==> config.mk <==
export PLATFORM = sky130hd
export DESIGN_NAME = seq_muldiv_unit
export DESIGN_NICKNAME = d
export VERILOG_FILES = /design/src/rtl/seq_muldiv_unit.sv
export SDC_FILE = /design/constraint.sdc
export NUM_CORES = 1
export LEC_CHECK = 0
export ABC_AREA = 1
export ABC_CLOCK_PERIOD_IN_PS = 4870
export CORE_MARGIN = 2
export CORE_UTILIZATION = 54
export DETAILED_ROUTE_END_ITERATION = 6
export GPL_ROUTABILITY_DRIVEN = 0
export PLACE_DENSITY = 0.73
export SLEW_MARGIN = 10
export SYNTH_ARGS = -nofsm -noshare
export SYNTH_HDL_FRONTEND = slang
export SYNTH_SLANG_ARGS = --single-unit
==> constraint.sdc <==
create_clock -name clk -period 4.87 [get_ports clk]
set_clock_uncertainty 0.15 [all_clocks]
set_input_delay 1.461 -clock clk [delete_from_list [all_inputs] [get_ports clk]]
set_output_delay 1.461 -clock clk [all_outputs]
set_load 0.05 [all_outputs]
==> src/rtl/seq_muldiv_unit.sv <==
// seq_muldiv_unit: 32-cycle radix-2 unsigned multiply/divide unit with register-file writeback.
module seq_muldiv_unit #(
  parameter int WIDTH = 32
) (
  input  logic             clk,
  input  logic             reset,
  input  logic             start,
  input  logic [1:0]       op,
  input  logic [WIDTH-1:0] operand_a,
  input  logic [WIDTH-1:0] operand_b,
  input  logic [4:0]       dest_register,
  output logic             busy,
  output logic             done,
  output logic             reg_write,
  output logic [4:0]       write_register,
  output logic [WIDTH-1:0] write_data,
  output logic             div_by_zero
);
  localparam logic [1:0] S_IDLE = 2'd0, S_RUN = 2'd1, S_DONE = 2'd2;
  logic [1:0]       r_state;
  logic [4:0]       r_cnt;
  logic [1:0]       r_op;
  logic [4:0]       r_dest;
  logic [WIDTH-1:0] r_x, r_y, r_acc;
  logic             w_div, w_ge;
  logic [WIDTH:0]   w_rem_sh, w_diff;
  logic [WIDTH-1:0] w_x_nxt, w_y_nxt, w_acc_nxt, w_res;
  // r_x: multiplicand (mul) or dividend shifting into quotient (div); r_acc: product or remainder
  assign w_div     = r_op == 2'b01 || r_op == 2'b10;
  assign w_rem_sh  = {r_acc, r_x[WIDTH-1]};
  assign w_diff    = w_rem_sh - {1'b0, r_y};
  assign w_ge      = !w_diff[WIDTH];
  assign w_acc_nxt = w_div ? (w_ge ? w_diff[WIDTH-1:0] : w_rem_sh[WIDTH-1:0])
                           : r_acc + (r_y[0] ? r_x : '0);
  assign w_x_nxt   = w_div ? {r_x[WIDTH-2:0], w_ge} : r_x << 1;
  assign w_y_nxt   = w_div ? r_y : r_y >> 1;
  assign w_res     = r_op == 2'b01 ? w_x_nxt : w_acc_nxt;
  assign busy      = r_state == S_RUN;
  assign done      = r_state == S_DONE;
  always_ff @(posedge clk) begin
    if (reset) begin
      r_state        <= S_IDLE;
      r_cnt          <= '0;
      r_op           <= '0;
      r_dest         <= '0;
      r_x            <= '0;
      r_y            <= '0;
      r_acc          <= '0;
      reg_write      <= 1'b0;
      write_register <= '0;
      write_data     <= '0;
      div_by_zero    <= 1'b0;
    end else begin
      reg_write      <= 1'b0;
      write_register <= '0;
      write_data     <= '0;
      div_by_zero    <= 1'b0;
      if (r_state == S_IDLE && start) begin
        r_state <= S_RUN;
        r_cnt   <= '0;
        r_op    <= op;
        r_dest  <= dest_register;
        r_x     <= operand_a;
        r_y     <= operand_b;
        r_acc   <= '0;
      end else if (r_state == S_RUN) begin
        r_x   <= w_x_nxt;
        r_y   <= w_y_nxt;
        r_acc <= w_acc_nxt;
        r_cnt <= r_cnt + 5'd1;
        if (r_cnt == 5'd31) begin
          r_state        <= S_DONE;
          reg_write      <= r_dest != 5'd0;
          write_register <= r_dest;
          write_data     <= w_res;
          div_by_zero    <= w_div && r_y == '0;
        end
      end else if (r_state == S_DONE) begin
        r_state <= S_IDLE;
      end
    end
  end
endmodule

Word level (Yosys, flattened, before mapping)
Index checks and enable logic that the tools add are counted.
Word-level totals
  latch bits: 0
  RAM bits: 0
  output and inout bits: 41
  logic and storage cells: 54
  memories kept: 0
  input bits: 74
  bits in registers: 149
  bits in read-only memories: 0
Cells by class
  shift operators: 0
  multiply operators: 0
  add/subtract/negate cells: 3
  bitwise logic cells: 2
  equal/unequal tests: 8
  $lt $le $gt $ge: 0
  reduce and logical (&&, ||, !) cells: 15
  divide/modulo/power cells: 0
  multiplexer cells: 14
Operators with widths (count)
  32-bit 2-to-1 mux: 9
  33-bit by 32-bit subtractor with 33-bit output: 1
  32-bit adder: 1
  32-bit logical NOT: 1
  2-bit 2-to-1 mux: 3
  2-bit AND reduction: 3
  5-bit by 1-bit adder with 5-bit output (second input constant): 1
  5-bit equality test (second input constant): 1
  5-bit nonzero test: 1
  2-bit by 1-bit equality test with 1-bit output (second input constant): 2
  2-bit equality test (second input constant): 2
  2-bit by 1-bit != test with 1-bit output (second input constant): 2
  2-bit nonzero test: 2
  4-bit OR reduction: 1
  3-bit by 1-bit != test with 1-bit output (second input constant): 1
  3-bit nonzero test: 1
  1-bit logical AND: 2
  2-bit logical NOT: 1
  1-bit 2-to-1 mux: 2
  1-bit inverter: 2
  2-bit OR reduction: 1
  1-bit logical NOT: 1
  1-bit logical OR: 1

Logic depth before layout (Yosys ltp)
Gate-level depths: netlist of the first run.
  word-level depth: 5
  mapped depth: 20
  mapped depth without buffers: 20

Least setup slack after synthesis of the first run
OpenSTA, ideal clock, no wires.
  path type: input -> register
  start point: input reset
  end point: register div_by_zero
  setup time: 0.092 ns
  required time: 4.628 ns
  setup slack: 2.059 ns
  cell stages on the path: 7
  arrival time: 2.569 ns
  path buffers: 2
  cells stage by stage: clkbuf_1 -> nor2_1 -> nand3_1 -> clkbuf_1 -> nor4_1 -> nand2_1 -> nor4_1
On the way
  longest elaborated chain between the ends: 1
RTL lines
  start: declaration: line 6  | input logic reset,
  4-bit OR reduction (no source line)
  end signal: assignment: line 52  | div_by_zero <= 1'b0;
  end signal: assignment: line 57  | div_by_zero <= 1'b0;
  end signal: assignment: line 76  | div_by_zero <= w_div && r_y == '0;
  end: declaration: line 17  | output logic div_by_zero
Every way passes these cells.
A chain may end at the register's enable or synchronous reset.

Final worst setup path of the first run
  start point: register r_y[0]
  end point: register write_data[21]
On the way
  longest elaborated chain between the ends: 4
  elaborated cells on any way between the ends: 6
  those cells by class: add/sub (2); mux (4)
RTL lines
  start: declaration: line 24  | logic [WIDTH-1:0] r_x, r_y, r_acc;
  start signal: assignment: line 64  | r_y <= operand_b;
  start signal: assignment: line 68  | r_y <= w_y_nxt;
  33-bit by 32-bit subtractor with 33-bit output / 32-bit 2-to-1 mux (equally long branches): line 31, 34
  32-bit 2-to-1 mux / 32-bit adder (equally long branches): line 33, 34
  32-bit 2-to-1 mux *: line 33  | assign w_acc_nxt = w_div ? (w_ge ? w_diff[WIDTH-1:0] : w_rem_sh[WIDTH-1:0])
  32-bit 2-to-1 mux *: line 37  | assign w_res = r_op == 2'b01 ? w_x_nxt : w_acc_nxt;
  end signal: assignment: line 75  | write_data <= w_res;
  end: declaration: line 16  | output logic [WIDTH-1:0] write_data,
Mark *: on every way between the ends. The rest lies on a longest branch, timed or not.

==> impl_metrics.ini, run 1 <==
[final_layout]
multi_input_area_um2 = 7040
antennaDiodeCount = 0
nets = 2269
area_delta_synth_final_pct = 16.2
fin_cells = 2415
drive_gt1_share_pct = 2.90
regArea_um2 = 2980
fill_cells = 2186
fin_util_pct = 63.6
finalInstanceArea_um2 = 13800

[power_and_ir_drop]
vdd_drop_max_mv = 0.224
finalPower_mw = 4.39
leakage_nw = 7.60
pwr-share-seq_pct = 30.9
p_sw_mw = 1.73
p_sw_share_pct = 39.4
p_per_area_nw_per_um2 = 318
clkPwrFrac_pct = 32.8
pwr-share-comb_pct = 36.3
p_int_mw = 2.66

[clock_tree]
cts_made_buffers = 17
clk_pin_slew_worst_paths_ns = 0.07
cts.sinks = 149
cts_root_buf = clkbuf_16
cts_hold_buf = 0
htreeDepth = 4
postCtsSetupBuffers = 0
clock_path_buffers = 2
cts_resized = 0
clk_latency_ns = 0.45
cts_tree = done

[critical_path]
critPathMaxFanout = 30
path_delay_family = compound AO/OA/AOI/OAI gates
crit_required_ns = 5.06
critPathSlowestCell = dfxtp_1
criticalPathCategory = register to register
cp.arrival_ns = 3.69
cp.buffers_inverters = 3
endpoint_kind = register
cp_cell_sequence = buf_4, nand2_1, inv_1, ha_1, a21oi_1, a21boi_0, o21ai_0, nand2_1, nand3b_1, nand3_1, nand3_1, nand2_1, inv_1
cp_common_cell = nand2_1
critPathMaxStageDelay_ns = 0.63
critPathLaunchType = register

[run_status]
violations = DRC
outcome = finished, violations left

[synth]
synth_top_area_share_pct = 25.1
yosys_warnings = 0
synth-edff-count = 0
synth.most_common_cell = nand2_1
synth_area_um2 = 11900
synthSimpleGateAreaFrac_pct = 35.3
syn_area_per_cell_um2 = 5.80
synthXorXnorAreaFrac_pct = 1.92
seq_area_frac_synth_pct = 25.1
synth_cells = 2047
synth_compound_area_share_pct = 14.2
synth_flop_cell = dfxtp_1
yosysTopAreaCell = dfxtp_1
muxShareOfSynthArea_pct = 0
synth_seq_cells = 149
synth_top_family_by_area = simple AND/OR/NAND/NOR gates
synth_common_cells = nand2_1, inv_1, nand3_1, a21oi_1, dfxtp_1
synth_area_leaders = dfxtp_1, nand2_1, inv_1, nand3_1, ha_1
synth_cell_type_count = 35
syn-num-nets = 2194
async_flop_share_pct = 0
yosys.area_share.adder_pct = 7.82

[timing]
slew_headroom_pct = 25.3
hold_viol_final = 0
whs_ns = 0.308
min_period_over_period_pct = 71.9
min_period_ns = 3.50
tns_ns = 0
rsz0062_at_grt = false
fmax_mhz = 286
slew_viol_final = 0
worst_slew_pin_slew_ns = 1.12
fin_ws_ns = 1.37
setup_viol = 0

[placement]
numPortBuffers = 114
hpwl_mm = 28.3
post-place-cells = 2383
placed_area_um2 = 13200
dp_slack_ns = 1.05

[worst_hold_path]
holdCritPathClass = register to register

[global_routing]
met1_usage_pct = 37.7
grt_util_met3_pct = 5.29
grt_first_pass_wirelength_mm = 58.9
track_usage_pct = 31.1
met2_usage_pct = 52.5
grt_max_degree = 77
grt_pass1_vias = 12300
top_usage_layer = met2
grt-ovfl-total = 0
antenna_found_initial = 0

[job]
drv_cap = 0

[floorplanning]
ios = 115
die_w_um = 152
core-area_um2 = 21700
rows = 54
die_h_um = 152
dieArea_um2 = 23200
start_util_pct = 54.7

[route]
drc = 1
final_antenna_net_count = 0
wl_mm = 36.7
num_vias = 13000
wire_per_inst_um = 15.2
drt_pre_antenna_iters = 7
avgViaCountPerCell = 5.39
drt_iter0_markers = 1105
==> kinds of logic (layout without fill, tap and decap cells) <==
logic type               Yosys count  after routing
AND/OR/NAND/NOR                 1007           1007
AO/OA/AOI/OAI                    306            306
adder cells (fa/ha/maj)           73             73
XOR/XNOR                          26             26
buffers and inverters            486            574
flip-flops                       149            149
==> worst reg2reg max path: cells and delay by family (launching register included) <==
family / cells / cell delay (ns)
buffers and inverters: 3 / 0.54
flip-flops: 1 / 0.63
AND/OR/NAND/NOR: 6 / 0.76
AO/OA/AOI/OAI: 3 / 1.04
adder cells (fa/ha/maj): 1 / 0.29
==> cell usage in the layout (no fill, tap or decap), types with 2 or more instances in the layout <==
cell / synthesis / final
o21bai_1: 5 / 5
nand3_1: 178 / 178
fa_1: 2 / 2
clkbuf_8: 0 / 2
and3_1: 3 / 3
nor4_1: 5 / 5
a21oi_1: 160 / 160
bufinv_16: 0 / 3
nor2_1: 113 / 113
buf_4: 2 / 14
xor2_1: 11 / 11
nand3_2: 2 / 2
ha_1: 71 / 71
o221ai_1: 30 / 30
nand2_4: 2 / 2
clkinv_1: 3 / 3
clkbuf_16: 0 / 17
nand3b_1: 9 / 9
clkdlybuf4s50_1: 0 / 114
a21oi_2: 2 / 2
o21ai_0: 98 / 98
and2_1: 5 / 5
inv_6: 0 / 4
nand2_1: 644 / 643
nor3_1: 17 / 17
a21o_1: 3 / 3
a31oi_1: 4 / 4
inv_1: 411 / 411
dfxtp_1: 149 / 149
clkinvlp_4: 0 / 3
nand4_1: 19 / 19
nor2_2: 3 / 3
nand2_2: 6 / 7
o21a_1: 3 / 3
xnor2_1: 15 / 15
==> power groups by stage <==
| stage | combinational, mW | sequential (mW) | clock, mW |
|---|---|---|---|
| global placement | 1.53 | 1.38 | 0 |
| CTS | 1.57 | 1.35 | 1.45 |
| global route | 1.79 | 1.36 | 1.50 |
| finish | 1.59 | 1.36 | 1.44 |
| floorplan | 1.17 | 1.35 | 0 |
| detailed placement | 1.55 | 1.38 | 0 |
==> final cells by class <==
type,count,area share [%]
clock buffer,20,3.31
clock inverter,12,1.22
inverter,414,11.3
multi-input combinational,1412,51.0
sequential,149,21.6
tap,280,2.54
timing repair buffer,128,9.03
==> routing by layer <==
layer  routed length, um  vias up  share of wire (%)
met5                   0        -                  0
met4                2040        0                5.6
met2               16800      463                 46
li1                    -     6549                  -
met1               15500     5876                 42
met3                2350      129                6.4
==> flip-flops by register name, indices dropped and copies added (netlist names), 2 cells and up <==
register / flops
write_register: 5
r_y: 32
r_x: 32
r_cnt: 5
write_data: 32
r_dest: 5
r_op: 2
r_state: 2
r_acc: 32
==> final timing paths <==
path                                start                 to  slack [ns]  depth (start not counted)
worst max-delay path               r_y[0]     write_data[21]        1.37                         13
worst min-delay path            r_dest[3]  write_register[3]        0.31                          2
worst max register to register     r_y[0]     write_data[21]        1.37                         13
worst min register to register  r_dest[3]  write_register[3]        0.31                          2
Power figures use the tool's default switching activity.
==> run 2, diff against run 1 <==
--- a/config.mk
+++ b/config.mk
@@ -6,12 +6,12 @@
 export NUM_CORES = 1
 export LEC_CHECK = 0
 export ABC_AREA = 1
-export ABC_CLOCK_PERIOD_IN_PS = 4870
+export ABC_CLOCK_PERIOD_IN_PS = 3210
 export CORE_MARGIN = 2
-export CORE_UTILIZATION = 54
+export CORE_UTILIZATION = 53
 export DETAILED_ROUTE_END_ITERATION = 6
 export GPL_ROUTABILITY_DRIVEN = 0
-export PLACE_DENSITY = 0.73
+export PLACE_DENSITY = 0.75
 export SLEW_MARGIN = 10
 export SYNTH_ARGS = -nofsm -noshare
 export SYNTH_HDL_FRONTEND = slang
==> constraint.sdc (replaced) <==
create_clock -name clk -period 3.21 [get_ports clk]
set_clock_uncertainty 0.15 [all_clocks]
set_input_delay 0.963 -clock clk [delete_from_list [all_inputs] [get_ports clk]]
set_output_delay 0.963 -clock clk [all_outputs]
set_load 0.05 [all_outputs]
==> run 2 against run 1 <==
- the run now ends clean
- non-clock buffer count rose by 17
- critical endpoint is now write_data[0]
- global-route usage shrank 0.086 points
- wire length increased by 1.0%
- power grew 56%
- register-to-register slack lost 1.2 ns
==> impl_metrics.ini, run 2 (synthesis gave the netlist of run 1 again) <==
[worst_hold_path]
holdCritPathClass = register to register

[placement]
numPortBuffers = 114
hpwl_mm = 28.9
placed_area_um2 = 13400
post-place-cells = 2400

[clock_tree]
clk_pin_slew_worst_paths_ns = 0.06
cts_root_buf = clkbuf_16
htreeDepth = 4
cts.sinks = 149
cts_made_buffers = 17
cts_resized = 0
cts_hold_buf = 0
postCtsSetupBuffers = 0
clock_path_buffers = 2
cts_tree = done
clk_latency_ns = 0.44

[power_and_ir_drop]
p_int_mw = 4.19
p_per_area_nw_per_um2 = 487
p_sw_mw = 2.63
p_sw_share_pct = 38.6
pwr-share-seq_pct = 30.1
pwr-share-comb_pct = 36.2
clkPwrFrac_pct = 33.7
leakage_nw = 7.73
vdd_drop_max_mv = 0.309

[global_routing]
grt-ovfl-total = 0
top_usage_layer = met2
grt_first_pass_wirelength_mm = 59.4
grt_max_degree = 63
met2_usage_pct = 51.5
antenna_found_initial = 0
grt_pass1_vias = 12200
met1_usage_pct = 37.7
track_usage_pct = 31.0
grt_util_met3_pct = 6.26

[critical_path]
critPathLaunchType = register
cp.arrival_ns = 3.29
crit_required_ns = 3.44
critPathMaxFanout = 8
criticalPathCategory = register to register
endpoint_kind = register

[timing]
slew_viol_final = 0
worst_slew_pin_slew_ns = 0.668
rsz0062_at_grt = false
min_period_ns = 3.06
hold_viol_final = 0
slew_headroom_pct = 55.1
fmax_mhz = 327
setup_viol = 0
tns_ns = 0
min_period_over_period_pct = 95.3

[final_layout]
final_common_cell = nand2_1
fin_cells = 2432
antennaDiodeCount = 0
finalInstanceArea_um2 = 14000
nets = 2286
area_delta_synth_final_pct = 18.0
drive_gt1_share_pct = 3.67
layout_common_cells = nand2_1, inv_1, nand3_1
fin_util_pct = 64.0

[floorplanning]
core-area_um2 = 21900
die_w_um = 154
dieArea_um2 = 23600
rows = 54
die_h_um = 154
start_util_pct = 54.2
ios = 115

[route]
drt_pre_antenna_iters = 6
drc = 0
final_antenna_net_count = 0
drt_iter0_markers = 1345
wl_mm = 37.1
wire_per_inst_um = 15.2
num_vias = 13200
avgViaCountPerCell = 5.45

[run_status]
outcome = complete, no violations

[job]
drv_cap = 0
[run 2: cell types whose count changed in the layout (fill, tap and decap cells not counted), sizes merged]
cell and change:
buf +18, clkinvlp -3, bufinv +2, clkinv +2
clkbuf -1, clkdlybuf4s50 -1
[run 2: worst paths after layout]
check	start	end	slack [ns]	depth (start not counted)
min reg2reg	r_y[16]	r_y[16]	0.31	2
min	r_y[16]	r_y[16]	0.31	2
max	r_x[31]	write_data[0]	0.15	16
max reg2reg	r_x[31]	write_data[0]	0.15	16
[run 2: layout make-up]
cell class / instances / area [um^2]
Multi-Input combinational cell: 1412 / 7040
Sequential cell: 149 / 2980
Timing Repair Buffer: 145 / 1430
Clock inverter: 13 / 219
Fill cell: 2166 / 7880
Inverter: 414 / 1550
Clock buffer: 19 / 433
Tap cell: 280 / 350
[run 2: metrics by stage]
step                      power, mW  worst slack [ns]  hold WS (ns)
after floorplan                3.82             0.612         0.280
after global placement         4.46             0.296         0.298
after detailed placement       4.49             0.263         0.305
after CTS                      6.80             0.226         0.315
after global routing           7.22           0.00190         0.328
final                          6.83             0.152         0.314
[run 2: metal layers]
layer	vias up	part of all wire (%)
li1	6592	-
met1	5988	41
met2	525	45
met3	143	7.4
met4	0	5.9
met5	-	0
[run 2: power by group through the flow]
| stage | logic [mW] | clock network [mW] | registers, mW |
|---|---|---|---|
| 6_report | 2.47 | 2.30 | 2.05 |
| 5_1_grt | 2.77 | 2.39 | 2.06 |
| 4_1_cts | 2.43 | 2.32 | 2.05 |
| 3_5_place_dp | 2.40 | 0 | 2.09 |
| 3_3_place_gp | 2.37 | 0 | 2.09 |
| 2_1_floorplan | 1.77 | 0 | 2.05 |
[run 2: critical path, cell delays in order, from the launching register on]
cell and delay [ns]:
dfxtp_1 0.34, inv_1 0.08, ha_1 0.25, fa_1 0.42
inv_1 0.13, nand2_1 0.08, nand2_1 0.09, nand3_1 0.08
nand2_2 0.13, nand2_2 0.07, nand2_2 0.08, nand2_2 0.08
nand3_1 0.23, nand3_2 0.27, a21oi_1 0.36, nand2_1 0.10
inv_1 0.06
==> run 3, diff against run 2 <==
--- a/config.mk
+++ b/config.mk
@@ -8,10 +8,10 @@
 export ABC_AREA = 1
 export ABC_CLOCK_PERIOD_IN_PS = 3210
 export CORE_MARGIN = 2
-export CORE_UTILIZATION = 53
+export CORE_UTILIZATION = 50
 export DETAILED_ROUTE_END_ITERATION = 6
 export GPL_ROUTABILITY_DRIVEN = 0
-export PLACE_DENSITY = 0.75
+export PLACE_DENSITY = 0.71
 export SLEW_MARGIN = 10
 export SYNTH_ARGS = -nofsm -noshare
 export SYNTH_HDL_FRONTEND = slang
==> run 3 against run 2 <==
- combinational power about the same
- clock-buffer cell count unchanged
- global-route usage decreased by 1.2 points
- sequential power barely moved
- clock power shrank 7%
- register-to-register slack gained 0.03 ns
- critical path depth down 1
- utilization fell by 3.9 points
- maximum frequency grew 1.1%
- via count shrank 2.3%
- die area rose by 5.8%
- sequential share of layout area down 0.085 points
- critical endpoint is now write_data[29]
- highest routed layer unchanged
==> impl_metrics.ini, run 3 (synthesis gave the netlist of run 1 again) <==
[final_layout]
area_delta_synth_final_pct = 18.5
antennaDiodeCount = 0
regArea_um2 = 2980
nets = 2290
multi_input_area_um2 = 7060
fin_util_pct = 60.1
final_common_cell = nand2_1
layout_common_cells = nand2_1, inv_1, nand3_1
drive_gt1_share_pct = 3.94
fin_cells = 2475
fill_cells = 2398

[critical_path]
crit_required_ns = 3.40
criticalPathCategory = register to register
critPathMaxFanout = 13
endpoint_kind = register
rr_startpoint = r_y[0]
cp_common_cell = nand2_1
critPathMaxStageDelay_ns = 0.55
cp_cell_sequence = buf_4, nand2_1, inv_1, ha_1, nand2_1, nor2_1, nand2_1, o21ai_0, nand2_1, nand2_1, nand2_1, nand3_1, nand3_1, nand2_1, inv_1
cp.arrival_ns = 3.22
critPathLaunchType = register
crit_start = r_y[0]
critPathSlowestCell = o21ai_0

[global_routing]
grt_max_degree = 76
grt_first_pass_wirelength_mm = 58.6
track_usage_pct = 29.8
grt-ovfl-total = 0
grt_pass1_vias = 11900
antenna_found_initial = 0

[timing]
whs_ns = 0.312
min_period_over_period_pct = 94.2
hold_viol_final = 0
min_period_ns = 3.03
tns_ns = 0
worst_slew_pin_slew_ns = 0.772
setup_viol = 0
slew_viol_final = 0
slew_headroom_pct = 48.5
fmax_mhz = 331
rsz0062_at_grt = false

[floorplanning]
dieArea_um2 = 25000
die_h_um = 158
die_w_um = 158
rows = 56
ios = 115
core-area_um2 = 23400
start_util_pct = 50.7

[placement]
hpwl_mm = 28.6
post-place-cells = 2442
numPortBuffers = 114

[clock_tree]
cts_hold_buf = 0
clk_latency_ns = 0.44
htreeDepth = 4
cts_made_buffers = 17
clock_path_buffers = 2
clk_pin_slew_worst_paths_ns = 0.07
cts_root_buf = clkbuf_16
cts.sinks = 149
cts_tree = done

[route]
wl_mm = 36.3
wire_per_inst_um = 14.7
final_antenna_net_count = 0
drc = 0
num_vias = 12900
drt_iter0_markers = 1064
drt_pre_antenna_iters = 6
avgViaCountPerCell = 5.23

[power_and_ir_drop]
p_per_area_nw_per_um2 = 475
vdd_drop_max_mv = 0.296
finalPower_mw = 6.68
leakage_nw = 7.73

[worst_hold_path]
holdCritPathClass = register to register
hold_start = r_dest[2]

[job]
drv_cap = 0

[run_status]
outcome = complete, no violations
==> run 3: per-layer routing <==
metal / up-vias / share of wire (%) / GRT usage, %
met2: 445 / 45 / 48.4
met4: 0 / 6.3 / 18.4
met3: 122 / 6.6 / 5.53
met5: - / 0 / 0
li1: 6604 / - / -
met1: 5766 / 42 / 36.5
==> run 3: power by group <==
group	leakage [nW]	internal, mW	switching [mW]
Combinational	6.21	0.846	1.64
Clock	0.299	1.26	0.887
Sequential	1.22	1.96	0.0922
==> run 3: path summary, 6_finish.rpt <==
kind	slack, ns	depth (start not counted)	end
max	0.18	15	write_data[29]
min	0.31	2	write_register[2]
max reg2reg	0.18	15	write_data[29]
min reg2reg	0.31	2	write_register[2]
==> run 3: critical path, delay by kind of cell, from the launching register on <==
kind / cells / cell delay, ns
AND/OR/NAND/NOR: 10 / 1.21
flip-flops: 1 / 0.37
adder cells (fa/ha/maj): 1 / 0.36
AO/OA/AOI/OAI: 1 / 0.55
buffers and inverters: 3 / 0.30
==> run 3: final cells by class <==
type	count	area share, %
Tap cell	319	2.84
Multi-Input combinational cell	1412	50.2
Clock inverter	13	1.20
Inverter	414	11.0
Clock buffer	19	3.15
Timing Repair Buffer	149	10.4
Sequential cell	149	21.2
==> run 3: what timing repair did <==
item,CTS,global route
resized for setup,0,5
hold endpoints to repair,0,0
setup endpoints to repair,0,14
setup buffers,0,1
==> run 3: stage by stage <==
step | instance area, um^2 | worst slack [ns]
6_report | 14100 | 0.185
5_1_grt | 14100 | 0.0116
4_1_cts | 14000 | 0.158
3_5_place_dp | 13400 | 0.218
3_3_place_gp | 13400 | 0.247
2_1_floorplan | 11900 | 0.612
